==> src/rtl/pattern_writer.sv <==
// pattern_writer
//
// Packs a byte stream into 36-bit words and writes them, one word per
// write strobe, into consecutive addresses 0 .. 2**ADDR_BITS-1 of a memory
// port A. Five bytes form one word: bytes 0..3 fill bits [31:0]
// little-endian, and the low nibble of byte 4 fills bits [35:32].
//
// Optional feature macro: PATTERN_WRITER_CHECKSUM_EN
//   defined   -> checksum is the modulo-256 sum of all bytes accepted
//                since the last start
//   undefined -> checksum is tied to zero
//
// Ports
//   clk       in   clock, all logic on the rising edge
//   rst_n     in   synchronous active-low reset
//   start     in   one-cycle pulse, (re)starts a fill at address 0
//   in_data   in   [7:0] byte stream data
//   in_valid  in   in_data valid
//   in_ready  out  byte taken when in_valid && in_ready
//   wea       out  memory write enable
//   addra     out  [12:0] memory address, upper bits zero
//   dina      out  [WORD_BITS-1:0] memory write data
//   busy      out  fill in progress
//   done      out  last word written, held until start or reset
//   checksum  out  [7:0] running byte sum (see macro above)

module pattern_writer #(
    parameter int ADDR_BITS = 7,
    parameter int WORD_BITS = 36
) (
    input  logic                 clk,
    input  logic                 rst_n,
    input  logic                 start,
    input  logic [7:0]           in_data,
    input  logic                 in_valid,
    output logic                 in_ready,
    output logic                 wea,
    output logic [12:0]          addra,
    output logic [WORD_BITS-1:0] dina,
    output logic                 busy,
    output logic                 done,
    output logic [7:0]           checksum
);

    typedef enum logic [1:0] {
        IDLE    = 2'd0,
        COLLECT = 2'd1,
        WRITE   = 2'd2,
        DONE    = 2'd3
    } state_t;

    localparam logic [ADDR_BITS-1:0] LAST_ADDR = '1;

    state_t                 state_q, state_d;
    logic [ADDR_BITS-1:0]   addr_q, addr_d;
    logic [2:0]             idx_q, idx_d;
    logic [WORD_BITS-1:0]   word_q, word_d;
    logic [12:0]            addra_q, addra_d;
    logic [WORD_BITS-1:0]   dina_q, dina_d;

    always_comb begin
        state_d  = state_q;
        addr_d   = addr_q;
        idx_d    = idx_q;
        word_d   = word_q;
        addra_d  = addra_q;
        dina_d   = dina_q;
        in_ready = 1'b0;
        busy     = 1'b0;
        done     = 1'b0;
        wea      = 1'b0;

        case (state_q)
            IDLE: begin
            end
            COLLECT: begin
                in_ready = 1'b1;
                busy     = 1'b1;
                if (in_valid) begin
                    case (idx_q)
                        3'd0:    word_d[7:0]   = in_data;
                        3'd1:    word_d[15:8]  = in_data;
                        3'd2:    word_d[23:16] = in_data;
                        3'd3:    word_d[31:24] = in_data;
                        default: word_d[35:32] = in_data[3:0];
                    endcase
                    if (idx_q == 3'd4) begin
                        // Word complete: latch the memory outputs now so
                        // they are stable for the single WRITE cycle.
                        idx_d   = 3'd0;
                        state_d = WRITE;
                        dina_d  = word_d;
                        addra_d = 13'(addr_q);
                    end else begin
                        idx_d = idx_q + 3'd1;
                    end
                end
            end
            WRITE: begin
                busy = 1'b1;
                // Gated by rst_n so a reset landing on the write cycle
                // never lets a strobe through.
                wea    = rst_n;
                word_d = '0;
                if (addr_q == LAST_ADDR) begin
                    state_d = DONE;
                end else begin
                    addr_d  = addr_q + ADDR_BITS'(1);
                    state_d = COLLECT;
                end
            end
            default: begin
                done = 1'b1;
            end
        endcase

        // A start in any state restarts the fill; it also cancels a write
        // strobe and any byte presented in the same cycle.
        if (start) begin
            state_d = COLLECT;
            addr_d  = '0;
            idx_d   = 3'd0;
            word_d  = '0;
            addra_d = addra_q;
            dina_d  = dina_q;
            wea     = 1'b0;
        end
    end

    always_ff @(posedge clk) begin
        if (!rst_n) begin
            state_q <= IDLE;
            addr_q  <= '0;
            idx_q   <= 3'd0;
            word_q  <= '0;
            addra_q <= '0;
            dina_q  <= '0;
        end else begin
            state_q <= state_d;
            addr_q  <= addr_d;
            idx_q   <= idx_d;
            word_q  <= word_d;
            addra_q <= addra_d;
            dina_q  <= dina_d;
        end
    end

    assign addra = addra_q;
    assign dina  = dina_q;

`ifdef PATTERN_WRITER_CHECKSUM_EN
    logic       accept;
    logic [7:0] checksum_q, checksum_d;

    assign accept = (state_q == COLLECT) && in_valid;

    always_comb begin
        checksum_d = checksum_q;
        if (start) begin
            checksum_d = 8'd0;
        end else if (accept) begin
            checksum_d = checksum_q + in_data;
        end
    end

    always_ff @(posedge clk) begin
        if (!rst_n) begin
            checksum_q <= 8'd0;
        end else begin
            checksum_q <= checksum_d;
        end
    end

    assign checksum = checksum_q;
`else
    assign checksum = 8'd0;
`endif

endmodule

==> config.mk <==
export PLATFORM = sky130hd
export DESIGN_NAME = pattern_writer
export DESIGN_NICKNAME = d
export VERILOG_FILES = /design/src/rtl/pattern_writer.sv
export SDC_FILE = /design/constraint.sdc
export NUM_CORES = 1
export LEC_CHECK = 0
export ABC_AREA = 1
export BUFFER_PORTS_ARGS = -buffer_cell sky130_fd_sc_hd__buf_2
export CAP_MARGIN = 20
export CORE_UTILIZATION = 60
export CTS_CLUSTER_SIZE = 10
export DETAILED_ROUTE_END_ITERATION = 8
export PLACE_DENSITY = 0.85
export SLEW_MARGIN = 20
export SYNTH_ARGS = -nofsm -noshare
export SYNTH_HDL_FRONTEND = slang
export SYNTH_SLANG_ARGS = --single-unit
==> constraint.sdc <==
create_clock -name clk -period 2.5 [get_ports clk]
set_input_delay 0.5 -clock clk [delete_from_list [all_inputs] [get_ports clk]]
set_output_delay 0.5 -clock clk [all_outputs]
set_load 0.02 [all_outputs]
After elaboration in Yosys (flattened, before gate mapping)
Cells that the tools add are included.
Widths: inputs -> output; s select.
{"block": "word_totals", "regBits": 91, "latchBits": 0, "ramBits": 0, "romBits": 0, "in_bits": 12, "out_inout_bits": 61, "wordCells": 55, "mem_count": 0}
{"block": "op_classes", "addsub": 2, "multipliers": 0, "n_div": 0, "magnitude_cmp": 0, "n_eq_ne": 11, "n_shift": 0, "mux": 18, "bitwise": 3, "reduce_logical": 14}
{"op": "$pmux 36 s2", "count": 1}
{"op": "$mux 36", "count": 1}
{"op": "$mux 8", "count": 4}
{"op": "$add 7x1->7 const B", "count": 1}
{"op": "$eq 7x7->1 const B", "count": 1}
{"op": "$eq 3x2->1 const B", "count": 2}
{"op": "$mux 1", "count": 6}
{"op": "$mux 2", "count": 3}
{"op": "$ne 3x3->1 const B", "count": 2}
{"op": "$reduce_and 2->1", "count": 3}
{"op": "$reduce_and 3->1", "count": 2}
{"op": "$mux 4", "count": 1}
{"op": "$ne 2x2->1 const B", "count": 2}
{"op": "$pmux 2 s2", "count": 1}
{"op": "$reduce_and 4->1", "count": 1}
{"op": "$reduce_or 2->1", "count": 2}
{"op": "$reduce_or 4->1", "count": 1}
{"op": "$add 3x1->3 const B", "count": 1}
{"op": "$eq 3x1->1 const B", "count": 1}
{"op": "$eq 3x3->1 const B", "count": 1}
{"op": "$logic_not 3->1", "count": 1}
{"op": "$mux 3", "count": 1}
{"op": "$not 1->1", "count": 3}
{"op": "$reduce_bool 3->1", "count": 1}
{"op": "other kinds (5)", "count": 5}

Longest topological paths before layout
{"block": "depth", "word_depth": 5, "depth_mapped": 10, "depth_no_buf": 10}

Worst setup path after synthesis
No wires, ideal clock.
{"block": "synth_path", "path_type": "flip-flop to flip-flop", "startpoint": "register state_q[0]", "endpoint": "register dina_q[10] (netlist: dina[10])", "setup_ps": 128, "t_arrival_ps": 1490, "t_required_ps": 2372, "slack_ps": 883, "stages_incl_launch_ff": 9, "n_path_buf": 2, "period_less_slack_ps": 1617, "cell_sequence": "dfxtp_1 -> ha_1 -> nand2_2 -> inv_2 -> nand3_4 -> buf_4 -> buf_6 -> a21oi_1 -> nor2_1"}
{"block": "synth_between", "elab_chain_cells": 2}
{"item": "start, declared", "line": "54", "text": "state_t state_q, state_d;"}
{"item": "start signal, assigned", "line": "139", "text": "state_q <= state_d;"}
{"item": "$eq 2x1->1", "line": "73", "text": "case (state_q)"}
{"item": "$reduce_and 4->1 (no source line)"}
{"item": "end signal, assigned", "line": "144", "text": "dina_q <= dina_d;"}
{"item": "end, declared", "line": "59", "text": "logic [WORD_BITS-1:0] dina_q, dina_d;"}
No other way between the ends.
A chain may end at the register's enable or synchronous reset.

Final worst setup path
{"block": "layout_path", "startpoint": "register state_q[0]", "endpoint": "output port wea"}
{"block": "layout_between", "elab_chain_cells": 3}
{"item": "$eq 2x2->1", "line": "73"}
{"item": "$mux 1", "line": "73"}
{"item": "$mux 1", "line": "119", "text": "if (start) begin"}
{"item": "end, declared", "line": "37", "text": "output logic wea,"}
No other way between the ends.

==> out/metrics.cfg <==
[setup_path]
worst-path-buf-inv=3
start_kind=flop
worstPathRequired_ps=2000
path_cells=inv_1 > ha_1 > inv_1 > nor2_1 > buf_2
path_common_cell=inv_1
critPathArrivalTime_ps=1520
worst-path-max-fanout=6
slowest_delay_ps=340
rrSetupSlack_ps=500
r2r-end=word_q[19]$_SDFFE_PP0P_
worstSetupPathType=flop to primary output
cp_top_family=flip-flops
end_kind=primary output
crit_slowest_cell=dfxtp_1
path_depth=5
r2r_cells=8
r2r_start=state_q[1]$_SDFFE_PP0P_

[finish]
fin_cells=707
insertedDiodeCount=0
areaGrowthSynthToFinish_pct=11.2
fillers=522
final_util=0.703
mostFrequentLayoutCell=nor2_1
drive_gt1_frac=0.137
fin_nets=647
layout_common_cells=134 x nor2_1, 100 x nand2_1, 91 x dfxtp_1

[power]
p_clk_frac=0.430
p_int_w=0.00220
p_sw_frac=0.220
power_frac_seq=0.517
switchingPower_w=0.000618
p_per_area_nw_per_um2=624
ir_drop_v=0.000329
combPwrFrac=0.053
p_leak_nw=2.00

[grt]
grt_pass1_vias=3418
antenna_found_initial=0
grt_max_degree=44
grt_remaining_overflow=0
grt_pass1_wl_mm=15.0
grt_usage=0.259

[min_path]
hold_class=flop to flop
whs_endpoint=word_q[26]$_SDFFE_PP0P_
holdPathStages=2
min_from=word_q[26]$_SDFFE_PP0P_

[sta]
hold_viol_final=0
rsz0062_at_grt=no
fmax_mhz=495
tns_ps=0
slew_headroom=0.468
min_period_over_period=0.809
worst_slack_ps=478
period_minus_slack_ps=2020
slew_violations=0
skew_ps=9.89
tightest_slew_ps=797
setup_viol=0

[clocking]
cts-root-buf=clkbuf_8
cts_max_path_buffers=2
hold_buffers=0
post_cts_buffers=0
post_cts_resized=0
cts_tree=done
clkSlewWorstSetupHoldPaths_ps=80
h-tree-depth=3
clk_latency_ps=360
numCtsBuffers=9
clock-sinks=91

[synth]
synth_cell_types=21
synth.avg_cell_area_um2=7.00
ys_ff_latch=91
syn_area_um2=4060
ys_warn_count=0
postSynthCellCount=580
seq_area_frac_synth=0.449

[detailed_routing]
route.met3.wl_um=560
wl_per_cell_um=12.5
via_count=3745
wl_met2_mm=4.18
wirelength_mm=8.85
drc=14
drtIter0Drc=248
drt-pass1-iter-count=9
met1_length_mm=3.96
top_layer_used=met4
vias_per_cell=5.30
drtAntennaViolNets=0

[die]
die_w_um=84.2
rows=29
core_area_um2=6420
dieArea_um2=7100
boundaryPins=73
die_h_um=84.2
start_util=0.632

[placement]
portBuffers=58
pre_cts_ws_ps=561
gp_congestion=0.833
dp_hpwl_mm=5.99
dp_cells=692

[run]
maxCapViolCount=0

[run_status]
violations=design-rule violations
status=complete, but fails checks

logic make-up (layout without fill, tap and decap cells):
family | count (synthesis) | count (layout) | synth area share
AO/OA/AOI/OAI | 126 | 126 | 0.156
flip-flops | 91 | 91 | 0.449
adder cells (fa/ha/maj) | 9 | 9 | 0.0278
buffers and inverters | 100 | 137 | 0.119
other | 1 | 14 | 0.000924
XOR/XNOR | 2 | 2 | 0.00432
AND/OR/NAND/NOR | 251 | 251 | 0.243
Yosys cell counts:
cell type	instances	area share
buf_2	9	0.011
clkbuf_1	10	0.0093
inv_2	5	0.0046
nor2_4	1	0.0028
dfxtp_1	91	0.45
nand3_1	12	0.015
conb_1	1	0.00092
buf_6	5	0.014
inv_1	55	0.051
nand3_4	1	0.0043
buf_4	16	0.030
o21ai_1	1	0.0012
ha_1	9	0.028
o21ai_0	50	0.062
xor2_1	2	0.0043
nor3_1	1	0.0012
nand2_2	2	0.0031
a21oi_1	74	0.091
nand2_1	100	0.093
a211oi_1	1	0.0019
nor2_1	134	0.12
flip-flops by register name, summed over array words and instances, names as in the netlist:
signal,cells
word_q,36
addr_q,7
addra,7
idx_q,3
state_q,2
dina,36
routing by layer:
layer | vias to the layer above | GRT usage
li1 | 1876 | -
met1 | 1711 | 0.342
met2 | 145 | 0.428
met3 | 13 | 0.0315
met4 | 0 | 0.118
met5 | - | 0
worst max path at each step:
stage,endpoint,from,slack (ps)
floorplan,dina[10]$_SDFFE_PN0P_,state_q[0]$_SDFFE_PN0P_,880
global placement,word_q[23]$_SDFFE_PP0P_,state_q[1]$_SDFFE_PP0P_,640
detailed placement,word_q[0]$_SDFFE_PP0P_,state_q[1]$_SDFFE_PP0P_,560
CTS,word_q[19]$_SDFFE_PP0P_,state_q[1]$_SDFFE_PP0P_,510
global route,word_q[19]$_SDFFE_PP0P_,state_q[0]$_SDFFE_PN0P_,320
finish,wea,state_q[0]$_SDFFE_PN0P_,480
cell type report:
type	count	area (um^2)	share of cell area
Sequential cell	91	1820	0.404
Multi-Input combinational cell	402	1800	0.399
Timing Repair Buffer	62	320	0.0710
Inverter	60	225	0.0499
Clock buffer	11	151	0.0335
Clock inverter	4	97.6	0.0216
Tap cell	77	96.3	0.0213
power by group through the flow:
stage	Sequential [W]	Clock [W]	Combinational (W)
global placement	0.00149	0	0.000142
floorplan	0.00149	0	0.000122
global route	0.00146	0.00128	0.000163
CTS	0.00146	0.00122	0.000146
detailed placement	0.00149	0	0.000145
finish	0.00146	0.00121	0.000149
worst register-to-register path: stages, from the launching register on:
cell and delay [ps]:
dfxtp_1 380, inv_1 60, ha_1 220, nand2_2 160
nor2_4 110, inv_1 610, nor2_1 130, a21oi_1 160
nor2_1 50
through the flow:
stage	hold WS, ps	area, um^2	power [W]
final	471	4510	0.00282
after global routing	485	4510	0.00290
after CTS	468	4510	0.00282
after detailed placement	455	4260	0.00164
after global placement	449	4260	0.00163
after floorplan	440	4110	0.00161
No activity file was read; power rests on OpenSTA's default activity.
